File: config.mk
export PLATFORM = sky130hd
export DESIGN_NAME = mac_operand_feeder_flat
export DESIGN_NICKNAME = d
export VERILOG_FILES = /design/src/rtl/mac_operand_feeder_pkg.sv /design/src/rtl/mac_operand_feeder_if.sv /design/src/rtl/mac_pair_buffer.sv /design/src/rtl/mac_operand_feeder.sv /design/src/flat_wrapper.sv
export SDC_FILE = /design/constraint.sdc
export NUM_CORES = 1
export LEC_CHECK = 0
export ABC_CLOCK_PERIOD_IN_PS = 3080
export CORE_MARGIN = 3
export CORE_UTILIZATION = 40
export CTS_CLUSTER_DIAMETER = 50
export DETAILED_ROUTE_END_ITERATION = 7
export PLACE_DENSITY = 0.61
export SETUP_SLACK_MARGIN = 0.4
export SLEW_MARGIN = 20
export SYNTH_ARGS = -nofsm -noshare
export SYNTH_HDL_FRONTEND = slang
export SYNTH_SLANG_ARGS = --single-unit
File: constraint.sdc
create_clock -name clk -period 3.08 [get_ports clk]
set_input_delay 0.924 -clock clk [delete_from_list [all_inputs] [get_ports clk]]
set_output_delay 0.924 -clock clk [all_outputs]
set_load 0.05 [all_outputs]
File: src/rtl/mac_operand_feeder_pkg.sv
// mac_operand_feeder_pkg
// Shared definitions for the MAC operand feeder:
//   - the feeder FSM state encoding
//   - the default buffer depth and MAC completion timeout
//   - operand, result and pair-count widths
// No ports; imported by the interface, the pair buffer and the top.

package mac_operand_feeder_pkg;

  localparam int DEF_DEPTH   = 16;  // operand pairs held per job (max 31)
  localparam int DEF_TIMEOUT = 64;  // cycles to wait for mac_finish
  localparam int OP_W        = 8;   // signed operand width
  localparam int RES_W       = 16;  // signed MAC result width
  localparam int CNT_W       = 5;   // width of fill / index / pair counts

  typedef enum logic [1:0] {
    LOAD   = 2'd0,
    STREAM = 2'd1,
    WAIT   = 2'd2,
    RESULT = 2'd3
  } state_t;

endpackage

File: src/rtl/mac_operand_feeder_if.sv
// mac_operand_feeder_if
// Bundles every non-clock signal of the feeder:
//   write channel : wr_valid, wr_ready, wr_a, wr_b
//   control       : go, busy
//   MAC side      : mac_start, mac_count, mac_opA, mac_opB, mac_finish, mac_out
//   result channel: res_valid, res_ready, res_data, res_len, res_err
// Modports:
//   master - the feeder itself
//   slave  - whatever surrounds it (producer, MAC and result consumer)

interface mac_operand_feeder_if;
  import mac_operand_feeder_pkg::*;

  logic                    wr_valid;
  logic                    wr_ready;
  logic signed [OP_W-1:0]  wr_a;
  logic signed [OP_W-1:0]  wr_b;

  logic                    go;
  logic                    busy;

  logic                    mac_start;
  logic [CNT_W-1:0]        mac_count;
  logic signed [OP_W-1:0]  mac_opA;
  logic signed [OP_W-1:0]  mac_opB;
  logic                    mac_finish;
  logic signed [RES_W-1:0] mac_out;

  logic                    res_valid;
  logic                    res_ready;
  logic signed [RES_W-1:0] res_data;
  logic [CNT_W-1:0]        res_len;
  logic                    res_err;

  modport master (
    input  wr_valid, wr_a, wr_b, go, mac_finish, mac_out, res_ready,
    output wr_ready, busy, mac_start, mac_count, mac_opA, mac_opB,
           res_valid, res_data, res_len, res_err
  );

  modport slave (
    output wr_valid, wr_a, wr_b, go, mac_finish, mac_out, res_ready,
    input  wr_ready, busy, mac_start, mac_count, mac_opA, mac_opB,
           res_valid, res_data, res_len, res_err
  );

endinterface

File: src/rtl/mac_pair_buffer.sv
// mac_pair_buffer
// Operand-pair storage: one write port and one indexed read port, both
// synchronous. Contents are never reset; the feeder tracks validity with
// its own fill count.
// Ports:
//   clk        - clock
//   we         - write enable
//   waddr      - write address
//   wa, wb     - operand pair to store
//   raddr      - read address
//   ra, rb     - registered read data (pair at raddr as of the last edge)

module mac_pair_buffer
  import mac_operand_feeder_pkg::*;
#(
  parameter int DEPTH = DEF_DEPTH,
  parameter int AW    = (DEPTH > 1) ? $clog2(DEPTH) : 1
) (
  input  logic                   clk,
  input  logic                   we,
  input  logic [AW-1:0]          waddr,
  input  logic signed [OP_W-1:0] wa,
  input  logic signed [OP_W-1:0] wb,
  input  logic [AW-1:0]          raddr,
  output logic signed [OP_W-1:0] ra,
  output logic signed [OP_W-1:0] rb
);

  logic [2*OP_W-1:0] mem [DEPTH];
  logic [2*OP_W-1:0] rd_reg;

  // Write-first: a pair written to the address being read is returned on
  // the same edge. The feeder relies on this when the first pair of a job
  // arrives in the same cycle as go.
  always_ff @(posedge clk) begin
    if (we) begin
      mem[waddr] <= {wa, wb};
    end
    if (we && (waddr == raddr)) begin
      rd_reg <= {wa, wb};
    end else begin
      rd_reg <= mem[raddr];
    end
  end

  assign ra = rd_reg[2*OP_W-1:OP_W];
  assign rb = rd_reg[OP_W-1:0];

endmodule

File: src/rtl/mac_operand_feeder.sv
// mac_operand_feeder
// Collects signed operand pairs into a buffer, then on go streams them to
// a MAC one pair per cycle, waits (with timeout) for the MAC result and
// presents it on a valid/ready result channel.
// Ports:
//   clk     - clock, rising edge
//   reset_n - asynchronous active-low reset
//   bus     - mac_operand_feeder_if.master: write channel, go/busy, MAC
//             stream and completion, result channel

module mac_operand_feeder
  import mac_operand_feeder_pkg::*;
#(
  parameter int DEPTH   = DEF_DEPTH,
  parameter int TIMEOUT = DEF_TIMEOUT
) (
  input  logic                 clk,
  input  logic                 reset_n,
  mac_operand_feeder_if.master bus
);

  localparam int AW  = (DEPTH > 1) ? $clog2(DEPTH) : 1;
  localparam int WCW = (TIMEOUT > 1) ? $clog2(TIMEOUT) : 1;

  localparam logic [CNT_W-1:0] DEPTH_C  = CNT_W'(DEPTH);
  localparam logic [CNT_W-1:0] ONE_C    = CNT_W'(1);
  localparam logic [WCW-1:0]   WAIT_MAX = WCW'(TIMEOUT - 1);

  state_t                  state_reg,    state_next;
  logic [CNT_W-1:0]        fill_reg,     fill_next;
  logic [CNT_W-1:0]        idx_reg,      idx_next;
  logic [WCW-1:0]          wait_reg,     wait_next;
  logic signed [RES_W-1:0] res_data_reg, res_data_next;
  logic [CNT_W-1:0]        res_len_reg,  res_len_next;
  logic                    res_err_reg,  res_err_next;

  logic                    wr_fire;
  logic [CNT_W-1:0]        idx_plus1;
  logic [CNT_W-1:0]        rd_addr;
  logic signed [OP_W-1:0]  buf_a;
  logic signed [OP_W-1:0]  buf_b;

  assign wr_fire   = (state_reg == LOAD) && bus.wr_valid && (fill_reg < DEPTH_C);
  assign idx_plus1 = idx_reg + ONE_C;

  mac_pair_buffer #(
    .DEPTH (DEPTH),
    .AW    (AW)
  ) u_buf (
    .clk   (clk),
    .we    (wr_fire),
    .waddr (fill_reg[AW-1:0]),
    .wa    (bus.wr_a),
    .wb    (bus.wr_b),
    .raddr (rd_addr[AW-1:0]),
    .ra    (buf_a),
    .rb    (buf_b)
  );

  always_ff @(posedge clk or negedge reset_n) begin
    if (!reset_n) begin
      state_reg    <= LOAD;
      fill_reg     <= '0;
      idx_reg      <= '0;
      wait_reg     <= '0;
      res_data_reg <= '0;
      res_len_reg  <= '0;
      res_err_reg  <= 1'b0;
    end else begin
      state_reg    <= state_next;
      fill_reg     <= fill_next;
      idx_reg      <= idx_next;
      wait_reg     <= wait_next;
      res_data_reg <= res_data_next;
      res_len_reg  <= res_len_next;
      res_err_reg  <= res_err_next;
    end
  end

  always_comb begin
    state_next    = state_reg;
    fill_next     = fill_reg;
    idx_next      = idx_reg;
    wait_next     = wait_reg;
    res_data_next = res_data_reg;
    res_len_next  = res_len_reg;
    res_err_next  = res_err_reg;
    rd_addr       = '0;

    unique case (state_reg)
      LOAD: begin
        // Keep pair 0 prefetched so it is on the read port in the first
        // STREAM cycle.
        rd_addr = '0;
        if (wr_fire) begin
          fill_next = fill_reg + ONE_C;
        end
        if (bus.go && ((fill_reg != '0) || wr_fire)) begin
          state_next = STREAM;
          idx_next   = '0;
        end
      end

      STREAM: begin
        // The read port is one cycle behind its address, so fetch the pair
        // for the next STREAM cycle now.
        rd_addr = (idx_plus1 < fill_reg) ? idx_plus1 : '0;
        if (idx_reg == fill_reg - ONE_C) begin
          state_next = WAIT;
          wait_next  = '0;
        end else begin
          idx_next = idx_plus1;
        end
      end

      WAIT: begin
        if (bus.mac_finish) begin
          state_next    = RESULT;
          res_data_next = bus.mac_out;
          res_len_next  = fill_reg;
          res_err_next  = 1'b0;
        end else if (wait_reg == WAIT_MAX) begin
          state_next    = RESULT;
          res_data_next = '0;
          res_len_next  = fill_reg;
          res_err_next  = 1'b1;
        end else begin
          wait_next = wait_reg + WCW'(1);
        end
      end

      RESULT: begin
        if (bus.res_ready) begin
          state_next = LOAD;
          fill_next  = '0;
          idx_next   = '0;
        end
      end

      default: begin
        state_next = LOAD;
      end
    endcase
  end

  assign bus.wr_ready  = (state_reg == LOAD) && (fill_reg < DEPTH_C);
  assign bus.busy      = (state_reg != LOAD);
  assign bus.mac_start = (state_reg == STREAM) && (idx_reg == '0);
  assign bus.mac_count = ((state_reg == STREAM) || (state_reg == WAIT)) ? fill_reg : '0;
  assign bus.mac_opA   = (state_reg == STREAM) ? buf_a : '0;
  assign bus.mac_opB   = (state_reg == STREAM) ? buf_b : '0;
  assign bus.res_valid = (state_reg == RESULT);
  assign bus.res_data  = res_data_reg;
  assign bus.res_len   = res_len_reg;
  assign bus.res_err   = res_err_reg;

endmodule

File: src/flat_wrapper.sv
// flat-port wrapper written by rule: the top's interface ports become plain ports
module mac_operand_feeder_flat import mac_operand_feeder_pkg::*;
#(
  parameter int DEPTH   = DEF_DEPTH,
  parameter int TIMEOUT = DEF_TIMEOUT
)
  (clk, reset_n, bus_wr_valid, bus_wr_a, bus_wr_b, bus_go, bus_mac_finish, bus_mac_out, bus_res_ready, bus_wr_ready, bus_busy, bus_mac_start, bus_mac_count, bus_mac_opA, bus_mac_opB, bus_res_valid, bus_res_data, bus_res_len, bus_res_err);
  mac_operand_feeder_if bus_i ();
  input  logic clk;
  input  logic reset_n;
  input wire logic [$bits(bus_i.wr_valid)-1:0] bus_wr_valid;
  input wire logic [$bits(bus_i.wr_a)-1:0] bus_wr_a;
  input wire logic [$bits(bus_i.wr_b)-1:0] bus_wr_b;
  input wire logic [$bits(bus_i.go)-1:0] bus_go;
  input wire logic [$bits(bus_i.mac_finish)-1:0] bus_mac_finish;
  input wire logic [$bits(bus_i.mac_out)-1:0] bus_mac_out;
  input wire logic [$bits(bus_i.res_ready)-1:0] bus_res_ready;
  output wire logic [$bits(bus_i.wr_ready)-1:0] bus_wr_ready;
  output wire logic [$bits(bus_i.busy)-1:0] bus_busy;
  output wire logic [$bits(bus_i.mac_start)-1:0] bus_mac_start;
  output wire logic [$bits(bus_i.mac_count)-1:0] bus_mac_count;
  output wire logic [$bits(bus_i.mac_opA)-1:0] bus_mac_opA;
  output wire logic [$bits(bus_i.mac_opB)-1:0] bus_mac_opB;
  output wire logic [$bits(bus_i.res_valid)-1:0] bus_res_valid;
  output wire logic [$bits(bus_i.res_data)-1:0] bus_res_data;
  output wire logic [$bits(bus_i.res_len)-1:0] bus_res_len;
  output wire logic [$bits(bus_i.res_err)-1:0] bus_res_err;
  assign bus_i.wr_valid = bus_wr_valid;
  assign bus_i.wr_a = bus_wr_a;
  assign bus_i.wr_b = bus_wr_b;
  assign bus_i.go = bus_go;
  assign bus_i.mac_finish = bus_mac_finish;
  assign bus_i.mac_out = bus_mac_out;
  assign bus_i.res_ready = bus_res_ready;
  assign bus_wr_ready = bus_i.wr_ready;
  assign bus_busy = bus_i.busy;
  assign bus_mac_start = bus_i.mac_start;
  assign bus_mac_count = bus_i.mac_count;
  assign bus_mac_opA = bus_i.mac_opA;
  assign bus_mac_opB = bus_i.mac_opB;
  assign bus_res_valid = bus_i.res_valid;
  assign bus_res_data = bus_i.res_data;
  assign bus_res_len = bus_i.res_len;
  assign bus_res_err = bus_i.res_err;
  mac_operand_feeder #(.DEPTH(DEPTH), .TIMEOUT(TIMEOUT)) u_core (.clk(clk), .reset_n(reset_n), .bus(bus_i));
endmodule
==> qor.yml, run 1 <==
result_of_the_run: "complete, but fails checks"
violations: "negative setup slack"
ys_seq_area_share_pct: 70.6
report.final.setup_viol: 16
critPathKind: "register to output port"
initial_util_pct: 41.2
yosys.area.top_type_share_pct: 61.9
wire_length_of_the_first_global_routing_pass_um: 42400
synth_adder_area_share_pct: 1.81
worst_slew_margin_rel_pct: 37.5
n_fill_cell: 2371
ant_nets: 0
fraction_of_registers_with_async_set_reset_pct: 13.3
timing.critical_path.cells: "buf_12 > buf_12 > buf_12 > mux4_2 > mux4_2 > and2_4 > buf_6"
most_frequent_cell_on_the_critical_path: "sky130_fd_sc_hd__buf_12"
wl_met2_um: 13800
placement.cell_area_mm2: 0.0140
postSynthAreaPerCell_um2: 19.7
timing.setup.tns_ps: -6170
drt_iter0_drc: 573
n_diodes: 0
min_period_over_period_pct: 114
mappedNetlistArea_mm2: 0.0124
cp_endpoint_kind: "output port"
tritoncts: "yes"
floorplan.die_area_mm2: 0.0332
layout_area_growth_over_synthesis_pct: 27.2
worst_skew_pair.late_latency_ps: 500
maxCapViolCount: 0
final_layout_size_suffix_gt1_share_pct: 34.6
critPathBufInv: 4
synth-compound-area-share_pct: 4.06
achievable-frequency_ghz: 0.286
hold_path_class: "register to register"
routed-via-count: 6574
finalHoldWorstSlack_ps: 502
worst_setup_hold_path_clk_slew_ps: 60
cts_hold_buffers: 0
postSynth.topFlopCell: "sky130_fd_sc_hd__edfxtp_1"
placeableCoreArea_mm2: 0.0301
worst_clock_skew_ps: 14.7
synth_nets: 687
worst_setup_path_start_kind: "register"
detail_route.drc_violations: 0
hold_viol_final: 0
timing.critical_path.slowest_stage_cell: "sky130_fd_sc_hd__mux4_2"
cts_max_level: 2
avgRoutedWirePerCell_um: 23.0
via_count_of_the_first_global_routing_pass: 6954
detail_route.wirelength_um: 27700
p_leak_nw: 5.36
synth_simple_gate_area_share_pct: 4.39
final-max-slew-violation-count: 0
core.rowCount: 63
synth_cell_types: 59
antenna_violations_before_repair: 1
critical_path_arrival_ps: 2580
gp_congestion: 0.776
synth_largest_area_cell: "sky130_fd_sc_hd__edfxtp_1"
synth-xor-area-share_pct: 0.696
yosys-mux-area-fraction_pct: 15.5
gate_count_of_the_mapped_netlist: 631
largest_register_ff_count: 256
cts_root_buffer: "sky130_fd_sc_hd__clkbuf_16"
port_buffers: 84
largest_net_degree_at_the_start_of_global_routing: 41
design.final.nets: 845
required_ps: 2160
power.total_mw: 12.8
gr-usage-all-layers_pct: 16.9
detailedPlacementHpwl_um: 16200
final.setup.worst_slack_ps: -422
max_stage_delay_ps: 500
highest-signal-layer: "met5"
critPathTopFamily: "multiplexers"
io_pins: 85
dominant_combinational_cell_family_by_area_after_synthesis: "multiplexers"
routed_length_on_met3_um: 1660
layout.cell_area.non_filler_mm2: 0.0158
worst_ir_drop_vdd_uv: 660
avgViaCountPerCell: 5.45
synth_edf_count: 256
met1Wirelength_um: 11700
synth-warning-count: 0
numCtsBuffers: 37
die_width_um: 182
unrepaired_setup_endpoints_after_global_routing: "yes"
critical_path_peak_fanout: 5
globalRoute.totalOverflow: 0
drt_pass1_iterations: 5
pwr_density_cell_mw_per_mm2: 813
ctsLongestPathBuffers: 3
dieHeight_um: 182
synth_area_leaders: "sky130_fd_sc_hd__edfxtp_1 62%, sky130_fd_sc_hd__mux4_2 11%, sky130_fd_sc_hd__dfrtp_1 8.1%"
yosys_register_bits: 300
tritoncts_num_sinks: 300
worst_slew_pin_slew_ps: 938
timing.final.crit_period_ps: 3500
-- metal layers --
layer,global-route usage [%],vias to the layer above
li1,-,2894
met1,23.1,3427
met2,27.9,208
met3,3.45,43
met4,4.24,2
met5,0,-
-- worst paths after layout --
kind,endpoint,start,slack [ps],depth (start not counted)
min in group asynchronous,u_core.bus.res_data[4],reset_n,570,1
min,u_core.bus.res_len[2],u_core.bus.res_len[2],500,2
max in group asynchronous,u_core.idx_reg[0],reset_n,1870,1
max reg2reg,u_core.wait_reg[4],u_core.fill_reg[1],570,8
max,bus_mac_opA[7],register,-420,7
min reg2reg,u_core.bus.res_len[2],u_core.bus.res_len[2],500,2
-- stage by stage --
stage	util, %	std cells	worst slack, ps
finish	52.4	1206	-422
global route	52.4	1206	-484
CTS	52.1	1201	-441
detailed placement	46.6	1114	90.5
global placement	46.6	1114	108
floorplan	-	631	323
-- layout by cell type, fill, tap and decap left out, types with 5 or more instances in the layout --
cell                              count
sky130_fd_sc_hd__and2_1               7
sky130_fd_sc_hd__nor2_1               6
sky130_fd_sc_hd__clkbuf_16           37
sky130_fd_sc_hd__a211o_1              5
sky130_fd_sc_hd__edfxtp_1           256
sky130_fd_sc_hd__nor2_2              12
sky130_fd_sc_hd__dfrtp_1             38
sky130_fd_sc_hd__o21ai_0              9
sky130_fd_sc_hd__clkinv_1             6
sky130_fd_sc_hd__clkinv_4             5
sky130_fd_sc_hd__buf_12              23
sky130_fd_sc_hd__buf_6               16
sky130_fd_sc_hd__buf_4               35
sky130_fd_sc_hd__buf_16              10
sky130_fd_sc_hd__xnor2_1              6
sky130_fd_sc_hd__a22o_1              16
sky130_fd_sc_hd__a21oi_1              6
sky130_fd_sc_hd__mux4_2              76
sky130_fd_sc_hd__inv_1               10
sky130_fd_sc_hd__clkbuf_1             5
sky130_fd_sc_hd__nand2_1             27
sky130_fd_sc_hd__ha_1                16
sky130_fd_sc_hd__buf_8                8
sky130_fd_sc_hd__clkinv_2             5
sky130_fd_sc_hd__clkdlybuf4s50_1     57
sky130_fd_sc_hd__nand3_1              7
sky130_fd_sc_hd__and2_4              18
-- logic make-up (layout without fill, tap and decap cells) --
family / count (synthesis) / after routing
simple gates: 106 / 106
flops: 300 / 300
fa+ha+maj: 18 / 18
mux: 84 / 84
buf+inv: 48 / 233
compound gates: 66 / 66
xor+xnor: 9 / 9
-- layout make-up --
| cell class | instances | area [µm²] | area share [%] |
|---|---|---|---|
| multi-input combinational | 283 | 3420 | 21.7 |
| sequential | 300 | 8780 | 55.6 |
| tap | 390 | 488 | 3.09 |
| inverter | 14 | 55.1 | 0.349 |
| clock buffer | 42 | 945 | 5.99 |
| clock inverter | 24 | 203 | 1.28 |
| timing repair buffer | 153 | 1900 | 12.0 |
-- synthesized netlist by cell type (all sizes together) (2+ instances only) --
cell type  number
mux2            2
clkbuf         16
nor3b           3
nand4           4
dfrtp          40
a21oi           7
mux2i           2
nor2b           3
a211o           5
a41oi           3
nand2          27
edfxtp        256
a32o            2
nor3            6
nand2b          4
ha             18
dfxtp           4
xnor2           6
a211oi          2
and2           25
nor2           19
and3            4
buf            17
inv            14
o21a            3
mux4           80
a21o            2
xor2            3
a2111oi         3
o21ai          10
nand3           7
a22o           16
-- worst reg2reg max path, delay by kind of cell, from the launching register on --
kind	cells	cell delay, ps
xor+xnor	1	150
fa+ha+maj	1	340
flops	1	510
buf+inv	2	320
compound gates	3	1050
simple gates	1	70
-- repair_timing --
item | in CTS | in global routing
pin swaps | 1 | 2
gates cloned | 9 | 0
buffers inserted | 12 | 5
resized for setup | 103 | 18
endpoints found under the setup margin | 27 | 30
-- power by group --
| part | internal [mW] | total (mW) | switching, mW |
|---|---|---|---|
| clock | 2.39 | 4.00 | 1.60 |
| combinational | 1.76 | 3.93 | 2.17 |
| sequential | 4.70 | 4.90 | 0.202 |
Note: power is estimated with default switching activity, not from simulation.
==> run 2: changes to the inputs <==
--- a/config.mk
+++ b/config.mk
@@ -10,7 +10,9 @@
 export CORE_UTILIZATION = 40
 export CTS_CLUSTER_DIAMETER = 50
 export DETAILED_ROUTE_END_ITERATION = 7
+export MAX_ROUTING_LAYER = met4
 export PLACE_DENSITY = 0.61
+export RECOVER_POWER = 50
 export SETUP_SLACK_MARGIN = 0.4
 export SLEW_MARGIN = 20
 export SYNTH_ARGS = -nofsm -noshare
==> run 2 against run 1 <==
Net effect:
- the flow finishes with violations (max-capacitance violations, max-slew violations, negative setup slack)
- combinational power is essentially flat
- final area shrank 0.14%
- final cell count is essentially flat
- die area is the same
- sequential share of layout area grew 0.071 points
- worst setup slack lost 11 ps
- highest routed layer is now met4
==> qor.yml, run 2 (same netlist as run 1, synthesis figures left out) <==
final.setup.worst_slack_ps: -433  # -10.8 ps
placeableCoreArea_mm2: 0.0301  # unchanged
clkPwrFrac_pct: 31.2  # about the same
min_delay_worst_endpoint: "u_core.bus.res_len[2]"
via_count_of_the_first_global_routing_pass: 6958  # +0.058%
switching_part_of_the_total_pct: 31.0  # +0.064 points
n_fill_cell: 2378  # +0.30%
tritoncts: "yes"
ctsLongestPathBuffers: 3  # unchanged
timing.reg2reg.worst_path_depth: 7  # -1
final_layout_size_suffix_gt1_share_pct: 33.7  # -0.86 points
drt_pass1_iterations: 5  # unchanged
worst_ir_drop_vdd_uv: 662  # +0.32%
timing.rr.start: "u_core.wait_reg[0]"
worst_slew_margin_rel_pct: -49.1  # -87 points
comb_power_share_pct: 30.6  # about the same
io_pins: 85  # unchanged
layout_area_growth_over_synthesis_pct: 27.0
placement.cell_area_mm2: 0.0140  # unchanged
hold_viol_final: 0  # unchanged
achievable-frequency_ghz: 0.285  # -0.31%
internal_power_mw: 8.83  # -0.25%
finalHoldWorstSlack_ps: 499  # -2.59 ps
floorplan.die_area_mm2: 0.0332  # unchanged
globalRoute.totalOverflow: 0  # unchanged
cts_max_level: 2  # unchanged
cts_root_buffer: "sky130_fd_sc_hd__clkbuf_16"
drt_iter0_drc: 559  # -2.4%
detail_route.wirelength_um: 27600  # -0.44%
design.final.nets: 845  # unchanged
detailedPlacementHpwl_um: 16200  # unchanged
worst_setup_hold_path_clk_slew_ps: 60  # about the same
cts_hold_buffers: 0  # unchanged
hold_path_class: "register to register"
antenna_violations_before_repair: 1  # unchanged
ant_nets: 0  # unchanged
core.rowCount: 63  # unchanged
largest_net_degree_at_the_start_of_global_routing: 41  # unchanged
final-max-slew-violation-count: 41  # +41
initial_util_pct: 41.2  # unchanged
required_ps: 2160  # about the same
layout_commonest_cell: "sky130_fd_sc_hd__edfxtp_1"
multiInputGateArea_mm2: 0.00341  # -0.22%
critPathKind: "register to output port"
layout.cell_area.non_filler_mm2: 0.0158  # -0.14%
worst_r2r_endpoint: "u_core.bus.res_len[1]"
tritoncts_num_sinks: 300  # unchanged
timing.final.crit_period_ps: 3510  # +10.8 ps
min_period_over_period_pct: 114  # +0.35 points
numCtsBuffers: 37  # unchanged
gp_congestion: 0.787  # +1.4%
finish.cell_count_without_fillers: 1207  # +0.083%
report.final.setup_viol: 16  # unchanged
unrepaired_setup_endpoints_after_global_routing: "yes"
timing.hold.worst_path_depth: 2  # unchanged
port_buffers: 84  # unchanged
p_leak_nw: 5.34  # -0.32%
violations: "max-capacitance violations, max-slew violations, negative setup slack"
min_from: "u_core.bus.res_len[2]"
layout.cells.most_common_list: "256 x sky130_fd_sc_hd__edfxtp_1, 76 x sky130_fd_sc_hd__mux4_2, 41 x sky130_fd_sc_hd__clkdlybuf4s50_1, 39 x sky130_fd_sc_hd__dfrtp_1, 37 x sky130_fd_sc_hd__clkbuf_16"
worst_clock_skew_ps: 13.2  # -1.41 ps
detail_route.drc_violations: 0  # unchanged
sequentialPowerShare_pct: 38.2  # about the same
critical_path_peak_fanout: 5  # unchanged
dieHeight_um: 182  # unchanged
cp_endpoint_kind: "output port"
rrSetupSlack_ps: 250  # -320 ps
largest_register_ff_count: 256  # unchanged
switchingPower_mw: 3.98  # about the same
pwr_density_cell_mw_per_mm2: 813  # about the same
avgViaCountPerCell: 5.47  # +0.34%
maxCapViolCount: 1  # +1
layout.area.seq_mm2: 0.00878  # about the same
worst_setup_path_start_kind: "register"
routed-via-count: 6602  # +0.43%
avgRoutedWirePerCell_um: 22.9  # -0.52%
critical_path_arrival_ps: 2590  # about the same
worst_skew_pair.late_latency_ps: 500  # about the same
worst_slew_pin_slew_ps: 2240  # +1300 ps
result_of_the_run: "complete, but fails checks"
wire_length_of_the_first_global_routing_pass_um: 42400  # about the same
die_width_um: 182  # unchanged
placed_cells_incl_taps: 1114  # unchanged
gr-usage-all-layers_pct: 17.4  # +0.51 points
## run 2: worst max-delay path, stage by stage, from the launching register on
cell and delay, ps:
sky130_fd_sc_hd__dfxtp_4 380, sky130_fd_sc_hd__buf_12 120, sky130_fd_sc_hd__buf_12 120, sky130_fd_sc_hd__buf_12 120
sky130_fd_sc_hd__mux4_2 500, sky130_fd_sc_hd__mux4_2 510, sky130_fd_sc_hd__and2_4 180, sky130_fd_sc_hd__buf_6 140
## run 2: area by class of cell
type	instances	area share (%)
inverters	14	0.349
multi-input cells	283	21.6
well taps	390	3.10
flip-flops and latches	300	55.7
clock buffers	42	5.99
repair buffers	153	11.9
clock inverters	24	1.29
diodes	1	0.0159
## run 2: worst max path at each step
stage               startpoint              to  cells after the start
CTS                   register  bus_mac_opA[1]                      7
finish                register  bus_mac_opA[7]                      7
global route          register  bus_mac_opA[7]                      7
global placement      register  bus_mac_opB[0]                      5
detailed placement    register  bus_mac_opA[3]                      5
floorplan             register  bus_mac_opA[7]                      5
## run 2: power by group through the flow
stage          clock network (mW)  logic (mW)  registers, mW
6_report                     3.99        3.92           4.90
5_1_grt                      4.30        4.19           4.93
4_1_cts                      4.10        3.85           4.89
3_5_place_dp                    0        3.45           4.97
3_3_place_gp                    0        3.39           4.95
2_1_floorplan                   0        2.08           5.32
## run 2: per-layer routing
layer | vias up | global-route usage [%] | share of wire [%]
met2 | 245 | 28.0 | 50
met3 | 47 | 3.07 | 6.0
met5 | - | - | 0
met4 | 0 | 4.24 | 2.0
li1 | 2898 | - | -
met1 | 3412 | 23.3 | 42
## run 2: timing repair
action                     in CTS  in global routing
setup endpoints to repair      27                 30
buffers inserted               12                  5
gates resized for setup       103                 18
cloned                          9                  0
hold endpoints to repair        0                  0
pin swaps                       1                  2
## run 2: metrics by stage
stage	setup slack, ps	util [%]	power (mW)	setup TNS (ps)
after floorplan	323	-	7.40	0
after global placement	108	46.6	8.34	0
after detailed placement	90.5	46.6	8.42	0
after CTS	-441	52.1	12.8	-6510
after global routing	-484	52.3	13.4	-7290
final	-433	52.3	12.8	-6190
==> run 3: changes to the inputs <==
--- a/config.mk
+++ b/config.mk
@@ -6,12 +6,13 @@
 export NUM_CORES = 1
 export LEC_CHECK = 0
 export ABC_CLOCK_PERIOD_IN_PS = 3080
+export CORE_ASPECT_RATIO = 1.4
 export CORE_MARGIN = 3
-export CORE_UTILIZATION = 40
+export CORE_UTILIZATION = 29
 export CTS_CLUSTER_DIAMETER = 50
 export DETAILED_ROUTE_END_ITERATION = 7
 export MAX_ROUTING_LAYER = met4
-export PLACE_DENSITY = 0.61
+export PLACE_DENSITY = 0.48
 export RECOVER_POWER = 50
 export SETUP_SLACK_MARGIN = 0.4
 export SLEW_MARGIN = 20
==> run 3 against run 2 <==
Net effect:
- the run still ends with max-capacitance violations, max-slew violations, negative setup slack left
- register-to-register slack better by 60 ps
- clock skew up 7.7 ps
- non-clock buffer count down 17
- sequential share of layout area up 0.37 points
- routed wire length up 8.8%
- global-route usage down 3.8 points
- die area up 37%
- clock power up 2%
- via count down 1.6%
- maximum frequency up 1.2%
- sequential cell count unchanged
- combinational power down 3%
- critical path type unchanged
- largest cell class unchanged
==> qor.yml, run 3 (same netlist as run 1, synthesis figures left out) <==
worst_slew_pin_slew_ps: 2160  # -71.4 ps
hold_viol_final: 0  # unchanged
pwr_density_cell_mw_per_mm2: 814  # +0.12%
core.rowCount: 89  # +41%
critical_path_arrival_ps: 2550  # -40 ps
cts_root_buffer: "sky130_fd_sc_hd__clkbuf_16"
detail_route.wirelength_um: 30000  # +8.8%
critical_path_peak_fanout: 6  # +1
gp_congestion: 0.776  # -1.4%
cts_hold_buffers: 0  # unchanged
placeableCoreArea_mm2: 0.0422  # +40%
floorplan.die_area_mm2: 0.0454  # +37%
worst_skew_pair.late_latency_ps: 530  # +30 ps
placement.cell_area_mm2: 0.0142  # +1.3%
finalHoldWorstSlack_ps: 502  # +3.18 ps
worst_ir_drop_vdd_uv: 653  # -1.4%
p_leak_nw: 5.18  # -3.0%
worst_setup_path_start_kind: "register"
worst_setup_hold_path_clk_slew_ps: 60  # about the same
drt_iter0_drc: 402  # -28%
critPathKind: "register to output port"
wire_length_of_the_first_global_routing_pass_um: 45100  # +6.4%
die_width_um: 181  # -0.72%
unrepaired_setup_endpoints_after_global_routing: "yes"
timing.setup.tns_ps: -5540  # +647 ps
avgViaCountPerCell: 4.83  # -12%
result_of_the_run: "complete, but fails checks"
largest_net_degree_at_the_start_of_global_routing: 41  # unchanged
globalRoute.totalOverflow: 0  # unchanged
drt_pass1_iterations: 4  # -1
n_fill_cell: 3874  # +63%
layout_area_growth_over_synthesis_pct: 26.1
final_layout_size_suffix_gt1_share_pct: 32.9  # -0.83 points
hold_path_class: "register to register"
timing.final.crit_period_ps: 3470  # -43.2 ps
detailedPlacementHpwl_um: 17600  # +9.1%
dieHeight_um: 251  # +38%
detail_route.drc_violations: 0  # unchanged
tritoncts: "yes"
tritoncts_num_sinks: 300  # unchanged
maxCapViolCount: 1  # unchanged
gr-usage-all-layers_pct: 13.5  # -3.8 points
ant_nets: 0  # unchanged
antenna_violations_before_repair: 2  # +1
final.setup.worst_slack_ps: -390  # +43.2 ps
initial_util_pct: 29.4  # -12 points
io_pins: 85  # unchanged
required_ps: 2160  # about the same
worst_slew_margin_rel_pct: -44.3  # +4.8 points
numCtsBuffers: 35  # -5.4%
layout.cell_area.non_filler_mm2: 0.0157  # -0.69%
worst_clock_skew_ps: 20.9  # +7.66 ps
layout.cells.most_common_list: "256 x sky130_fd_sc_hd__edfxtp_1, 78 x sky130_fd_sc_hd__mux4_2, 39 x sky130_fd_sc_hd__dfrtp_1, 37 x sky130_fd_sc_hd__clkbuf_16, 35 x sky130_fd_sc_hd__clkdlybuf4s50_1"
design.final.nets: 826  # -2.2%
achievable-frequency_ghz: 0.288  # +1.2%
min_period_over_period_pct: 113  # -1.4 points
final-max-slew-violation-count: 41  # unchanged
via_count_of_the_first_global_routing_pass: 7217  # +3.7%
report.final.setup_viol: 16  # unchanged
layout_commonest_cell: "sky130_fd_sc_hd__edfxtp_1"
routed-via-count: 6499  # -1.6%
cp_endpoint_kind: "output port"
largest_register_ff_count: 256  # unchanged
ctsLongestPathBuffers: 3  # unchanged
port_buffers: 84  # unchanged
avgRoutedWirePerCell_um: 22.3  # -2.5%
violations: "max-capacitance violations, max-slew violations, negative setup slack"
cts_max_level: 2  # unchanged
power.total_mw: 12.7  # -0.57%
## run 3: cell count changes in the layout (fill, tap and decap cells not counted), sizes merged
cell | before | now
clkdlybuf4s50 | 41 | 35
buf | 90 | 73
clkinv | 16 | 15
dlymetal6s2s | 1 | 0
clkinvlp | 3 | 0
inv | 17 | 20
diode | 1 | 3
bufinv | 2 | 3
clkbuf | 47 | 52
## run 3: worst paths after layout
kind,to,slack [ps],from,cells after the start
setup / recovery,bus_mac_opA[6],-390,register,6
hold / removal,u_core.bus.res_data[6],500,u_core.bus.res_data[6],1
setup reg to reg,u_core.u_buf.mem[3][10],310,u_core.state_reg[0],8
hold reg to reg,u_core.bus.res_data[6],500,u_core.bus.res_data[6],1
max in group asynchronous,u_core.idx_reg[0],640,reset_n,1
min in group asynchronous,u_core.wait_reg[4],1030,reset_n,1
## run 3: repair_timing
item | CTS | global route
buffers inserted | 3 | 15
endpoints found under the hold margin | 0 | 0
resized for setup | 44 | 43
setup endpoints to repair | 26 | 38
pin swaps | 1 | 2
cloned | 0 | 3
## run 3: layout make-up
type                            instances  area [µm²]  share of cell area, %
Antenna cell                            3        7.51                 0.0480
Clock buffer                           40         895                   5.72
Multi-Input combinational cell        283        3380                   21.6
Timing Repair Buffer                  136        1610                   10.3
Tap cell                              546         683                   4.36
Sequential cell                       300        8770                   56.1
Clock inverter                         24         241                   1.54
Inverter                               14        55.1                  0.352
## run 3: report_power, final
| group | total, mW | leakage [nW] | switching [mW] | internal (mW) |
|---|---|---|---|---|
| logic | 3.79 | 1.77 | 2.17 | 1.62 |
| clock network | 4.05 | 0.562 | 1.66 | 2.39 |
| registers | 4.90 | 2.85 | 0.203 | 4.70 |
| total | 12.7 | 5.18 | 4.03 | 8.70 |
## run 3: metrics by stage
stage / std cells / util, % / setup slack, ps
3_5_place_dp: 1258 / 33.7 / 116
2_1_floorplan: 631 / - / 323
4_1_cts: 1325 / 36.6 / -437
3_3_place_gp: 1258 / 33.7 / 130
5_1_grt: 1344 / 37.1 / -459
6_report: 1346 / 37.1 / -390
## run 3: worst max-delay path, stage by stage, from the launching register on
cell and delay [ps]:
sky130_fd_sc_hd__dfxtp_4 410, sky130_fd_sc_hd__buf_12 130, sky130_fd_sc_hd__clkbuf_16 160, sky130_fd_sc_hd__mux4_2 500, sky130_fd_sc_hd__mux4_2 510, sky130_fd_sc_hd__and2_4 180
sky130_fd_sc_hd__buf_6 140
## run 3: layer usage
metal / up-vias / routed length (µm) / track usage (%)
li1: 2858 / - / -
met2: 197 / 16000 / 24.0
met3: 48 / 1500 / 2.82
met1: 3396 / 11800 / 15.5
met4: 0 / 642 / 3.71
met5: - / 0 / -
